File: src/rtl/ldpc_enc_pkg.sv
// ldpc_enc_pkg
// Shared constants and the FSM state type for the LDPC encoder controller.
//   ROW_W         : width of one generator row / parity accumulator (bits)
//   BYTE_W        : message / parity byte width
//   BYTES_PER_BLK : message bytes per generator row
//   ADDR_W        : generator ROM row address width
package ldpc_enc_pkg;
   localparam int ROW_W         = 256;
   localparam int BYTE_W        = 8;
   localparam int BYTES_PER_BLK = 32;
   localparam int ADDR_W        = 5;
   localparam int BYT_W         = $clog2(BYTES_PER_BLK);

   typedef enum logic [1:0] {
      IDLE  = 2'd0,
      LOAD  = 2'd1,
      RUN   = 2'd2,
      DRAIN = 2'd3
   } state_t;
endpackage

File: src/rtl/ldpc_parity_ser.sv
// ldpc_parity_ser
// Serialises the 256-bit parity accumulator into 32 bytes, LSB byte first,
// over a valid/ready stream.
//   clk, rst  : clock, synchronous active-high reset
//   active    : controller is in its drain phase
//   l_acc     : parity accumulator (held constant while draining)
//   m_ready   : downstream accepts the current byte
//   m_valid, m_data, m_last : parity byte stream
//   done      : final byte handed off this cycle
module ldpc_parity_ser
   import ldpc_enc_pkg::*;
(
   input  logic              clk,
   input  logic              rst,
   input  logic              active,
   input  logic [ROW_W-1:0]  l_acc,
   input  logic              m_ready,
   output logic              m_valid,
   output logic [BYTE_W-1:0] m_data,
   output logic              m_last,
   output logic              done
);
   logic [BYT_W-1:0] obyt;
   logic             last_byte;

   assign last_byte = (obyt == BYT_W'(BYTES_PER_BLK - 1));

   // obyt wraps naturally to 0 after the final byte, ready for the next frame
   always_ff @(posedge clk) begin
      if (rst)                     obyt <= '0;
      else if (active && m_ready)  obyt <= obyt + BYT_W'(1);
   end

   // Accumulator and obyt only move on a handshake, so data/last are stable
   // under back-pressure without extra holding registers.
   assign m_valid = active;
   assign m_data  = l_acc[{obyt, 3'b000} +: BYTE_W];
   assign m_last  = active & last_byte;
   assign done    = active & m_ready & last_byte;
endmodule

File: src/rtl/ldpc_encode_ctrl.sv
// ldpc_encode_ctrl
// Controller for a parallel-cell LDPC encoder: sequences the generator
// buffer (load/rotate), streams message bytes into the cells, accumulates
// parity and drains it as 32 bytes.
//   clk, rst                         : clock, synchronous active-high reset
//   s_valid/s_ready/s_data/s_last    : message byte stream in
//   d_in, rst_c, en_G, load_G, en_L,
//   addrROM                          : cell array / generator buffer control
//   L_cell / L_in                    : parity state out / next parity in
//   m_valid/m_ready/m_data/m_last    : parity byte stream out
//   busy                             : frame in progress
//   err_len                          : framing error pulse
// Config macro: LDPC_ENC_LEN_CHECK_EN -- when defined, err_len flags an
// s_last that disagrees with the counter-derived frame end; otherwise
// s_last is ignored and err_len is 0.
module ldpc_encode_ctrl
   import ldpc_enc_pkg::*;
#(
   parameter int NBLK = 32
) (
   input  logic              clk,
   input  logic              rst,
   input  logic              s_valid,
   output logic              s_ready,
   input  logic [BYTE_W-1:0] s_data,
   input  logic              s_last,
   output logic [BYTE_W-1:0] d_in,
   output logic              rst_c,
   output logic              en_G,
   output logic              load_G,
   output logic              en_L,
   output logic [ADDR_W-1:0] addrROM,
   output logic [ROW_W-1:0]  L_cell,
   input  logic [ROW_W-1:0]  L_in,
   output logic              m_valid,
   input  logic              m_ready,
   output logic [BYTE_W-1:0] m_data,
   output logic              m_last,
   output logic              busy,
   output logic              err_len
);
   localparam logic [ADDR_W-1:0] LAST_BLK = ADDR_W'(NBLK - 1);
   localparam logic [BYT_W-1:0]  LAST_BYT = BYT_W'(BYTES_PER_BLK - 1);

   state_t             state;
   logic [ADDR_W-1:0]  blk;
   logic [BYT_W-1:0]   byt;
   logic [ROW_W-1:0]   l_acc;
   logic               hs, blk_end, last_blk, next_row, ser_done;

   assign hs       = s_valid & s_ready;
   assign blk_end  = (byt == LAST_BYT);
   assign last_blk = (blk == LAST_BLK);
   // Final byte of a non-final block: fetch the next generator row in the
   // same cycle the cells consume that byte with the current row.
   assign next_row = hs & blk_end & ~last_blk;

   always_ff @(posedge clk) begin
      if (rst) begin
         state   <= IDLE;
         blk     <= '0;
         byt     <= '0;
         l_acc   <= '0;
         s_ready <= 1'b0;
         busy    <= 1'b0;
         rst_c   <= 1'b0;
      end else begin
         case (state)
            IDLE: begin
               blk   <= '0;
               byt   <= '0;
               l_acc <= '0;
               if (s_valid) begin
                  state <= LOAD;
                  busy  <= 1'b1;
                  rst_c <= 1'b1;
               end
            end
            LOAD: begin
               state   <= RUN;
               s_ready <= 1'b1;
            end
            RUN: begin
               if (hs) begin
                  l_acc <= L_in;
                  if (blk_end) begin
                     byt <= '0;
                     if (last_blk) begin
                        state   <= DRAIN;
                        s_ready <= 1'b0;
                     end else begin
                        blk <= blk + ADDR_W'(1);
                     end
                  end else begin
                     byt <= byt + BYT_W'(1);
                  end
               end
            end
            DRAIN: begin
               if (ser_done) begin
                  state <= IDLE;
                  busy  <= 1'b0;
                  rst_c <= 1'b0;
               end
            end
            default: state <= IDLE;
         endcase
      end
   end

   assign d_in    = s_ready ? s_data : '0;
   assign en_L    = hs;
   assign en_G    = (state == LOAD) | hs;
   assign load_G  = (state == LOAD) | next_row;
   assign addrROM = next_row ? blk + ADDR_W'(1) : blk;
   assign L_cell  = l_acc;

`ifdef LDPC_ENC_LEN_CHECK_EN
   assign err_len = hs & (s_last != (last_blk & blk_end));
`else
   logic unused_s_last;
   assign unused_s_last = s_last;
   assign err_len       = 1'b0;
`endif

   ldpc_parity_ser u_ser (
      .clk     (clk),
      .rst     (rst),
      .active  (state == DRAIN),
      .l_acc   (l_acc),
      .m_ready (m_ready),
      .m_valid (m_valid),
      .m_data  (m_data),
      .m_last  (m_last),
      .done    (ser_done)
   );
endmodule

File: config.mk
export PLATFORM = sky130hd
export DESIGN_NAME = ldpc_encode_ctrl
export DESIGN_NICKNAME = d
export VERILOG_FILES = /design/src/rtl/ldpc_enc_pkg.sv /design/src/rtl/ldpc_parity_ser.sv /design/src/rtl/ldpc_encode_ctrl.sv
export SDC_FILE = /design/constraint.sdc
export NUM_CORES = 1
export LEC_CHECK = 0
export BUFFER_PORTS_ARGS = -buffer_cell sky130_fd_sc_hd__buf_2
export CAP_MARGIN = 20
export CORE_AREA = 10 10 209 211
export DETAILED_ROUTE_END_ITERATION = 8
export DIE_AREA = 0 0 219 221
export PLACE_DENSITY = 0.7
export SLEW_MARGIN = 5
export SYNTH_ARGS = -nofsm -noshare
export SYNTH_HDL_FRONTEND = slang
export SYNTH_SLANG_ARGS = --single-unit
File: constraint.sdc
create_clock -name clk -period 1.9 [get_ports clk]
set_input_delay 0.285 -clock clk [delete_from_list [all_inputs] [get_ports clk]]
set_output_delay 0.285 -clock clk [all_outputs]
set_load 0.005 [all_outputs]
[After elaboration in Yosys (flattened, before gate mapping)]
Index checks and enable logic that the tools add are counted.
Storage, ports and cells
  register bits after elaboration: 275
  output and inout port bits: 286
Operators by class
  add/sub/neg operators: 3
  eq/ne operators: 12
  shifts and indexed selects: 1
  mux-type cells: 24
  bitwise gates (word level): 9
  reductions and logical operators: 10
Operators with widths (count)
  256-bit case mux with 2 select lines: 1
  256-bit two-way mux: 1
  256-bit by 9-bit indexed part select with 8-bit output: 1
  5-bit two-way mux: 6
  5-bit case mux with 2 select lines: 2
  5-bit by 1-bit adder with 5-bit output (second input constant): 3
  5-bit equality test (second input constant): 3
  2-bit inequality test (second input constant): 6
  2-bit two-way mux: 5
  8-bit two-way mux: 1
  2-bit case mux with 4 select lines: 1
  4-bit AND reduction: 2
  1-bit bitwise AND: 6
  2-bit nonzero test: 3
  1-bit two-way mux: 5
  5-bit AND reduction: 1
  2-bit equality test (second input constant): 2
  1-bit case mux with 2 select lines: 2
  3-bit AND reduction: 1
  2-bit by 1-bit equality test with 1-bit output (second input constant): 1
  2-bit logical NOT: 1
  1-bit OR: 2
  2-bit AND reduction: 1
  1-bit logical AND: 1
  1-bit inverter: 1

[Depth between registers and ports, before layout]
Gate-level depths: netlist of run 1.
  depth in word-level cells: 5
  gate-level depth with buffers: 9
  gate-level depth less buffers: 7

[Modules after synthesis]
Synthesis of run 1 repeated with hierarchy kept, for this count alone.
Second synthesis, totals
  cell total of the unflattened synthesis: 1456
  area total of the unflattened synthesis: 12638.4 um^2
By module, submodules not included
  ldpc_encode_ctrl: times used 1, cells each 1256, area an instance 10304.9 um^2
  ldpc_parity_ser: times used 1, cells each 200, area an instance 2333.5 um^2

[Worst setup path after synthesis of run 1]
OpenSTA, ideal clock, no wires.
  path type: reg2reg
  from: register u_ser.obyt[2]
  to: register state[1]
  library setup time: 128 ps
  arrival: 1916 ps
  data required time: 1772 ps
  path slack: -143 ps
  cell stages (with the launch flop): 9
  clock period less this slack: 2043 ps
  path through: dfxtp_1 -> clkbuf_1 -> buf_2 -> and3_1 -> ha_1 -> nand2_1 -> a221oi_1 -> mux2i_1 -> nor2_1
On the way
  word-level cells in the longest chain between the ends: 4
RTL lines
  start, declared: RTL line ldpc_parity_ser.sv:23  | logic [BYT_W-1:0] obyt;
  start signal, assigned: RTL line ldpc_parity_ser.sv:31  | else if (active && m_ready) obyt <= obyt + BYT_W'(1);
  5-bit equality test: RTL line ldpc_parity_ser.sv:26  | assign last_byte = (obyt == BYT_W'(BYTES_PER_BLK - 1));
  1-bit bitwise AND: RTL line ldpc_parity_ser.sv:39  | assign done = active & m_ready & last_byte;
  2-bit inequality test (no line)
  5-bit AND reduction (no line)
  end signal, assigned: RTL line ldpc_encode_ctrl.sv:60  | state <= IDLE;
  end signal, assigned: RTL line ldpc_encode_ctrl.sv:74  | state <= LOAD;
  end signal, assigned: RTL line ldpc_encode_ctrl.sv:80  | state <= RUN;
  end, declared: RTL line ldpc_encode_ctrl.sv:45  | state_t state;
No other way between the ends.
A chain may end at the register's enable or synchronous reset.

[Worst setup path in the final report of run 1]
  from: register u_ser.obyt[0]
  to: output m_data[7]
On the way
  word-level cells in the longest chain between the ends: 1
RTL lines
  256-bit by 9-bit indexed part select with 8-bit output: RTL line ldpc_parity_ser.sv:37  | assign m_data = l_acc[{obyt, 3'b000} +: BYTE_W];
  end, declared: RTL line ldpc_encode_ctrl.sv:37  | output logic [BYTE_W-1:0] m_data,
No other way between the ends.

==> results by group, run 1 <==
Status
  – Outcome: finished with violations
  – Failing checks: negative setup slack

Timing
  – Setup repair after global routing missed its margin: yes
  – Setup violators final: 17
  – Pins Over Slew Limit: 0
  – Slew headroom: 0.6469
  – Final Hold Violating Endpoints: 0
  – Setup ws final: -940.0 ps
  – Share of the clock period used by the worst path: 1.495
  – Actual slew at the worst max-slew pin: 522.8 ps
  – Worst hold-check slack: about 32 ps
  – Highest achievable clock rate: ~350 MHz
  – Final critical delay including setup and external delays: roughly 2800 ps
  – Final worst clock skew: ~13 ps

CTS
  – CTS root buf: clkbuf_16
  – Clock-pin slew on the worst setup and hold paths: roughly 60 ps
  – Cts bufs inserted: 31
  – Clock tree from TritonCTS: done
  – Clock latency of the later-clocked register in the worst-skew pair: a little under 600 ps
  – Number of levels in the clock H-tree: 1
  – Number of sinks on the clock net: between 200 and 300
  – Max clock buf depth: 3

Worst setup path
  – Endpoint arrival time on the critical path: ~2600 ps
  – Chain of cells forming the critical path: buf_12 > mux4_2 > mux4_2 > nor2_4 > a41oi_2 > buf_2
  – Nature of the critical path startpoint: flip-flop
  – Category of the critical setup timing path: reg2out
  – Required time reported for the critical path endpoint: ~1600 ps
  – Highest fanout seen on the critical path: 12
  – Type of destination of the critical path: output pin
  – Cell occurring most often along the worst timing path: mux4_2
  – Critical-path cell with the highest stage delay: mux4_2
  – Max stage delay on crit path: 560 ps

Die
  – Core Footprint: about 0.039 mm^2
  – Standard-cell rows: 73
  – Die W: 219 um
  – Initial standard-cell utilization of the core: 0.3119
  – Die Footprint: a little under 0.05 mm^2
  – Height of the die: 221 um
  – Ports: ~560

GRT
  – Met1 track demand over resource: 0.2932
  – Antenna violations before repair: 8
  – M3 GR Usage: 0.06480
  – Total routing usage reported by global routing: 0.2649
  – Total gr overflow: 0
  – Pin count of the biggest net entering global routing: 73
  – Met2 routing resource usage after global routing: 0.4582
  – First-pass GRT wire length: 99.86 mm
  – Via count of the first global-routing pass: 15850
  – Most Crowded Layer GR: met2

Logic synthesis
  – Syn avg cell area: around 8.5 um^2
  – Gate count after technology mapping: between 1000 and 1500
  – Number of register bits inferred by synthesis: 275
  – Cell area after synthesis: around 0.012 mm^2
  – Library cells used by synthesis: 38
  – Sequential element share of the synthesized area: 0.4474
  – Synthesized net count: between 1500 and 2000
  – Number of warning messages in the yosys log: 0

Finish
  – Area added between synthesis and finish: 67.61%
  – Most common cell after layout, fill and taps aside: buf_2
  – Layout net count: around 2600
  – Final core occ: 0.5227
  – Fraction of final layout cells sized beyond drive strength 1: 0.3917
  – Leading cell types in the layout, fill and taps excluded: buf_2 (547), nand2_1 (279), a21oi_1 (268)

Route
  – Drt pass-1 iters: 6
  – DR vias/cell: around 5.4
  – Count of antenna-violating nets left after detailed routing: 0
  – Detailed router's first-iteration violation count: around 1800
  – Number of design rule violations left after detail routing: 0
  – Routed wire length: ~70 mm
  – WL/cell: ~24 um
  – Total vias in the final route: about 15000

Pwr
  – Pleak: 8.704 nW
  – Total power draw: between 0.015 and 0.02 W
  – Pwr/cell area: 796.6 mW/mm^2
  – Maximum VDD drop: approximately 0.74 mV

Run
  – Max cap viols: 0

Place
  – HPWL reported at the end of detailed placement: ~50 mm
  – Count of buffers inserted at the top-level ports: roughly 550
  – Final weighted congestion of routability-driven global placement: around 0.94

Min path
  – Worst min-delay path category: in2reg
[stage by stage]
step | cells | setup TNS, ps | worst slack [ps] | area, um^2
detailed placement | 2536 | -5286 | -635.6 | 16640
floorplan | 1446 | 0 | 6.493 | 12320
global placement | 2536 | -4330 | -591.5 | 16640
CTS | 2850 | -11570 | -971.2 | 20480
global route | 2859 | -12530 | -1011 | 20620
finish | 2859 | -10990 | -940.0 | 20620
[flip-flops by register name, summed over array words and instances, names as in the netlist]
signal / cells
L_cell: 256
blk: 5
busy: 1
byt: 5
s_ready: 1
state: 2
u_ser.obyt: 5
[worst paths after layout]
| check | start | end | slack (ps) | cells past startpoint |
|---|---|---|---|---|
| setup / recovery | u_ser.obyt[0] | m_data[7] | -940 | 6 |
| hold / removal | L_in[74] | L_cell[74] | 30 | 3 |
| setup reg to reg | u_ser.obyt[0] | state[1] | -200 | 9 |
| hold reg to reg | L_cell[173] | L_cell[173] | 480 | 2 |
[critical path: cells and delay by family, from the launching register on]
| family | cells | cell delay [ps] |
|---|---|---|
| AOI/OAI and AO/OA | 1 | 40 |
| and+or+nand+nor | 1 | 120 |
| DFF | 1 | 400 |
| buffers and inverters | 2 | 310 |
| muxes | 2 | 1090 |
[logic make-up after synthesis]
family / after synthesis / share of synthesized area
simple gates: 598 / 0.2179
xor+xnor: 7 / 0.004982
fa+ha+maj: 11 / 0.01118
flops: 275 / 0.4474
compound gates: 319 / 0.1411
buf+inv: 151 / 0.05470
mux: 84 / 0.1224
other cells: 1 / 0.0003047
[metal layers]
layer,up-vias,share of wire
met1,7278,0.36
met3,253,0.088
met2,1005,0.50
met4,2,0.057
met5,-,0.00016
li1,6866,-
[power by group]
group / switching, W / internal [W]
clock network: 0.00258 / 0.00354
logic: 0.00243 / 0.00183
registers: 0.000152 / 0.00589
total: 0.00516 / 0.0113
[cell type report]
type / count / area [um^2]
Inverter: 3 / 11.26
Multi-Input combinational cell: 1020 / 6417
Fill cell: 3439 / 18830
Antenna cell: 8 / 20.02
Tap cell: 525 / 656.9
Sequential cell: 275 / 5524
Timing Repair Buffer: 972 / 6978
Clock buffer: 46 / 902.1
Clock inverter: 10 / 115.1
[timing repair]
item | in CTS | in global routing
hold buffers | 249 | 0
pin swaps | 11 | 10
resized for setup | 60 | 23
setup endpoints to repair | 25 | 129
setup buffers | 8 | 1
cloned | 1 | 1
hold endpoints to repair | 249 | 0
[synth_stat cells]
cell type / n / share of area
a2111oi_0: 1 / 0.00071
a211oi_1: 2 / 0.0012
a21oi_1: 269 / 0.11
a221oi_1: 8 / 0.0057
a22oi_1: 23 / 0.014
a311o_1: 1 / 0.00081
a31oi_1: 1 / 0.00051
a41oi_1: 9 / 0.0064
and2_1: 11 / 0.0056
and3_1: 12 / 0.0061
and3b_1: 1 / 0.00071
and4b_1: 1 / 0.00081
buf_1: 12 / 0.0037
buf_2: 41 / 0.017
buf_4: 6 / 0.0037
buf_6: 4 / 0.0037
clkbuf_1: 83 / 0.025
clkbuf_2: 2 / 0.00081
conb_1: 1 / 0.00030
dfxtp_1: 275 / 0.45
ha_1: 11 / 0.011
inv_1: 3 / 0.00092
mux2_2: 32 / 0.029
mux2i_1: 2 / 0.0016
mux4_2: 50 / 0.092
nand2_1: 281 / 0.086
nand2b_1: 1 / 0.00051
nand3_1: 266 / 0.11
nand4_1: 3 / 0.0015
nor2_1: 11 / 0.0034
nor2b_1: 5 / 0.0025
nor3_1: 2 / 0.00081
o2111ai_1: 1 / 0.00071
o21ai_0: 4 / 0.0016
or2_2: 3 / 0.0015
or3_1: 1 / 0.00051
xnor2_1: 2 / 0.0014
xor2_1: 5 / 0.0036
(Power assumes the default switching activity.)
==> inputs of run 2 (changes only) <==
- SKIP_LAST_GASP: not set -> 1
==> results by group, run 2 (synthesis gave the netlist of run 1 again) <==
CTS
  – Cts bufs inserted: 31 (unchanged)
  – Clock latency of the later-clocked register in the worst-skew pair: 590 ps (about the same)
  – Number of levels in the clock H-tree: 1 (unchanged)
  – Clock-pin slew on the worst setup and hold paths: 70 ps (about the same)
  – Clock tree from TritonCTS: done
  – CTS root buf: clkbuf_16
  – Number of sinks on the clock net: 275 (unchanged)
  – Max clock buf depth: 3 (unchanged)

Route
  – Drt pass-1 iters: 6 (unchanged)
  – DR vias/cell: 5.421 (+0.62%)
  – WL/cell: 23.80 um (about the same)
  – Detailed router's first-iteration violation count: 1889 (+3.6%)
  – Total vias in the final route: 15500 (+0.62%)
  – Routed wire length: 68.03 mm (about the same)
  – Count of antenna-violating nets left after detailed routing: 0 (unchanged)
  – Number of design rule violations left after detail routing: 0 (unchanged)

Worst setup path
  – Depth of the worst register-to-register path: 9 (unchanged)
  – Logic depth of the worst setup path including buffers: 6 (unchanged)
  – Highest fanout seen on the critical path: 12 (unchanged)
  – Cell family with most CP delay: multiplexers
  – Category of the critical setup timing path: reg2out
  – Minimum setup slack among reg-to-reg paths: -210 ps (about the same)
  – Nature of the critical path startpoint: flip-flop
  – Max stage delay on crit path: 560 ps (about the same)
  – Cell occurring most often along the worst timing path: mux4_2
  – Critical path buffer and inverter count: 2 (unchanged)
  – Critical-path cell with the highest stage delay: mux4_2
  – Required time reported for the critical path endpoint: 1620 ps (about the same)
  – Chain of cells forming the critical path: buf_12 > mux4_2 > mux4_2 > nor2_4 > a41oi_1 > buf_2
  – Type of destination of the critical path: output pin
  – Endpoint arrival time on the critical path: 2570 ps (about the same)

Pwr
  – Maximum VDD drop: 0.7543 mV (+1.9%)
  – Pwr/cell area: 797.5 mW/mm^2 (+0.11%)
  – Pleak: 8.706 nW (about the same)

Min path
  – Min-Delay Path Depth: 3 (unchanged)
  – Worst min-delay path category: in2reg

Die
  – Die W: 219 um (unchanged)
  – Standard-cell rows: 73 (unchanged)
  – Height of the die: 221 um (unchanged)
  – Ports: 555 (unchanged)
  – Core Footprint: 0.03946 mm^2 (unchanged)
  – Die Footprint: 0.04840 mm^2 (unchanged)
  – Initial standard-cell utilization of the core: 0.3119 (unchanged)

Timing
  – Slew headroom: 0.6446 (-0.002320)
  – Setup ws final: -951.2 ps (-11.12 ps)
  – Worst hold-check slack: 29.71 ps (-1.857 ps)
  – Pins Over Slew Limit: 0 (unchanged)
  – Setup violators final: 17 (unchanged)
  – Setup repair after global routing missed its margin: yes
  – Final Hold Violating Endpoints: 0 (unchanged)
  – Final worst clock skew: 18.13 ps (+5.255 ps)
  – Highest achievable clock rate: 350.7 MHz (-0.39%)
  – Share of the clock period used by the worst path: 1.501 (+0.005850)
  – Actual slew at the worst max-slew pin: 526.2 ps (+3.436 ps)
  – Final critical delay including setup and external delays: 2851 ps (+11.12 ps)

Place
  – HPWL reported at the end of detailed placement: 49.39 mm (unchanged)
  – Final weighted congestion of routability-driven global placement: 0.9411 (unchanged)
  – Count of buffers inserted at the top-level ports: 552 (unchanged)
  – Post-placement worst setup slack: -635.6 ps (unchanged)
  – DP Area: 0.01664 mm^2 (unchanged)

GRT
  – Total gr overflow: 0 (unchanged)
  – Antenna violations before repair: 8 (unchanged)
  – First-pass GRT wire length: 99.88 mm (about the same)
  – Total routing usage reported by global routing: 0.2649 (about the same)
  – Pin count of the biggest net entering global routing: 73 (unchanged)
  – Via count of the first global-routing pass: 15850 (+0.013%)

Finish
  – Layout net count: 2583 (unchanged)
  – Most common cell after layout, fill and taps aside: buf_2
  – # fillers: 3446 (+0.20%)
  – Fraction of final layout cells sized beyond drive strength 1: 0.3895 (-0.002150)
  – Area added between synthesis and finish: 67.39%
  – Largest register FFs: 256 (unchanged)
  – Leading cell types in the layout, fill and taps excluded: buf_2 (547), nand2_1 (279), a21oi_1 (268)
  – Finished Cell Area: 0.02060 mm^2 (-0.13%)

Status
  – Failing checks: negative setup slack
  – Outcome: finished with violations

Run
  – Max cap viols: 0 (unchanged)
-- run 2: cell counts in the layout (fill, tap and decap cells not counted) --
Identical to the previous run, type by type.
-- run 2: area by class of cell --
cell class / instances / area, um^2 / share of cell area
timing repair buffer: 972 / 6978 / 0.3388
multi-input combinational: 1020 / 6391 / 0.3103
sequential: 275 / 5524 / 0.2682
clock buffer: 46 / 902.1 / 0.04380
tap: 525 / 656.9 / 0.03189
clock inverter: 10 / 115.1 / 0.005588
antenna: 8 / 20.02 / 0.0009719
inverter: 3 / 11.26 / 0.0005467
-- run 2: layer usage --
metal	track usage	routed length, um
met1	0.2932	24210
met2	0.4582	33750
met3	0.06480	6144
met4	0.1401	3914
met5	0	11
-- run 2: what timing repair did --
action / in CTS / in global routing
endpoints found under the setup margin: 25 / 129
hold buffers: 249 / 0
hold endpoints to repair: 249 / 0
gates cloned: 1 / 1
gates resized for setup: 59 / 19
pin swaps: 11 / 10
buffers inserted: 8 / 1
-- run 2: report_power, final --
group | internal [W] | switching, W
Combinational | 0.00183 | 0.00243
Clock | 0.00354 | 0.00258
Sequential | 0.00589 | 0.000152
-- run 2: final timing paths --
kind | from | end
min reg2reg | L_cell[173] | L_cell[173]
max reg2reg | u_ser.obyt[0] | state[1]
min | L_in[74] | L_cell[74]
max | u_ser.obyt[0] | m_data[7]
-- run 2: metrics by stage --
step,utilization,setup TNS (ps),cells,power (W)
6_report,0.5220,-11130,2859,0.01643
5_1_grt,0.5220,-12730,2859,0.01702
4_1_cts,0.5189,-11580,2850,0.01634
3_5_place_dp,0.4217,-5286,2536,0.009708
3_3_place_gp,0.4217,-4330,2536,0.009657
2_1_floorplan,-,0,1446,0.007925
-- run 2: worst min-delay path, delay by kind of cell --
family / cells / cell delay, ps
simple gates: 1 / 110
buf+inv: 1 / 90
compound gates: 1 / 80
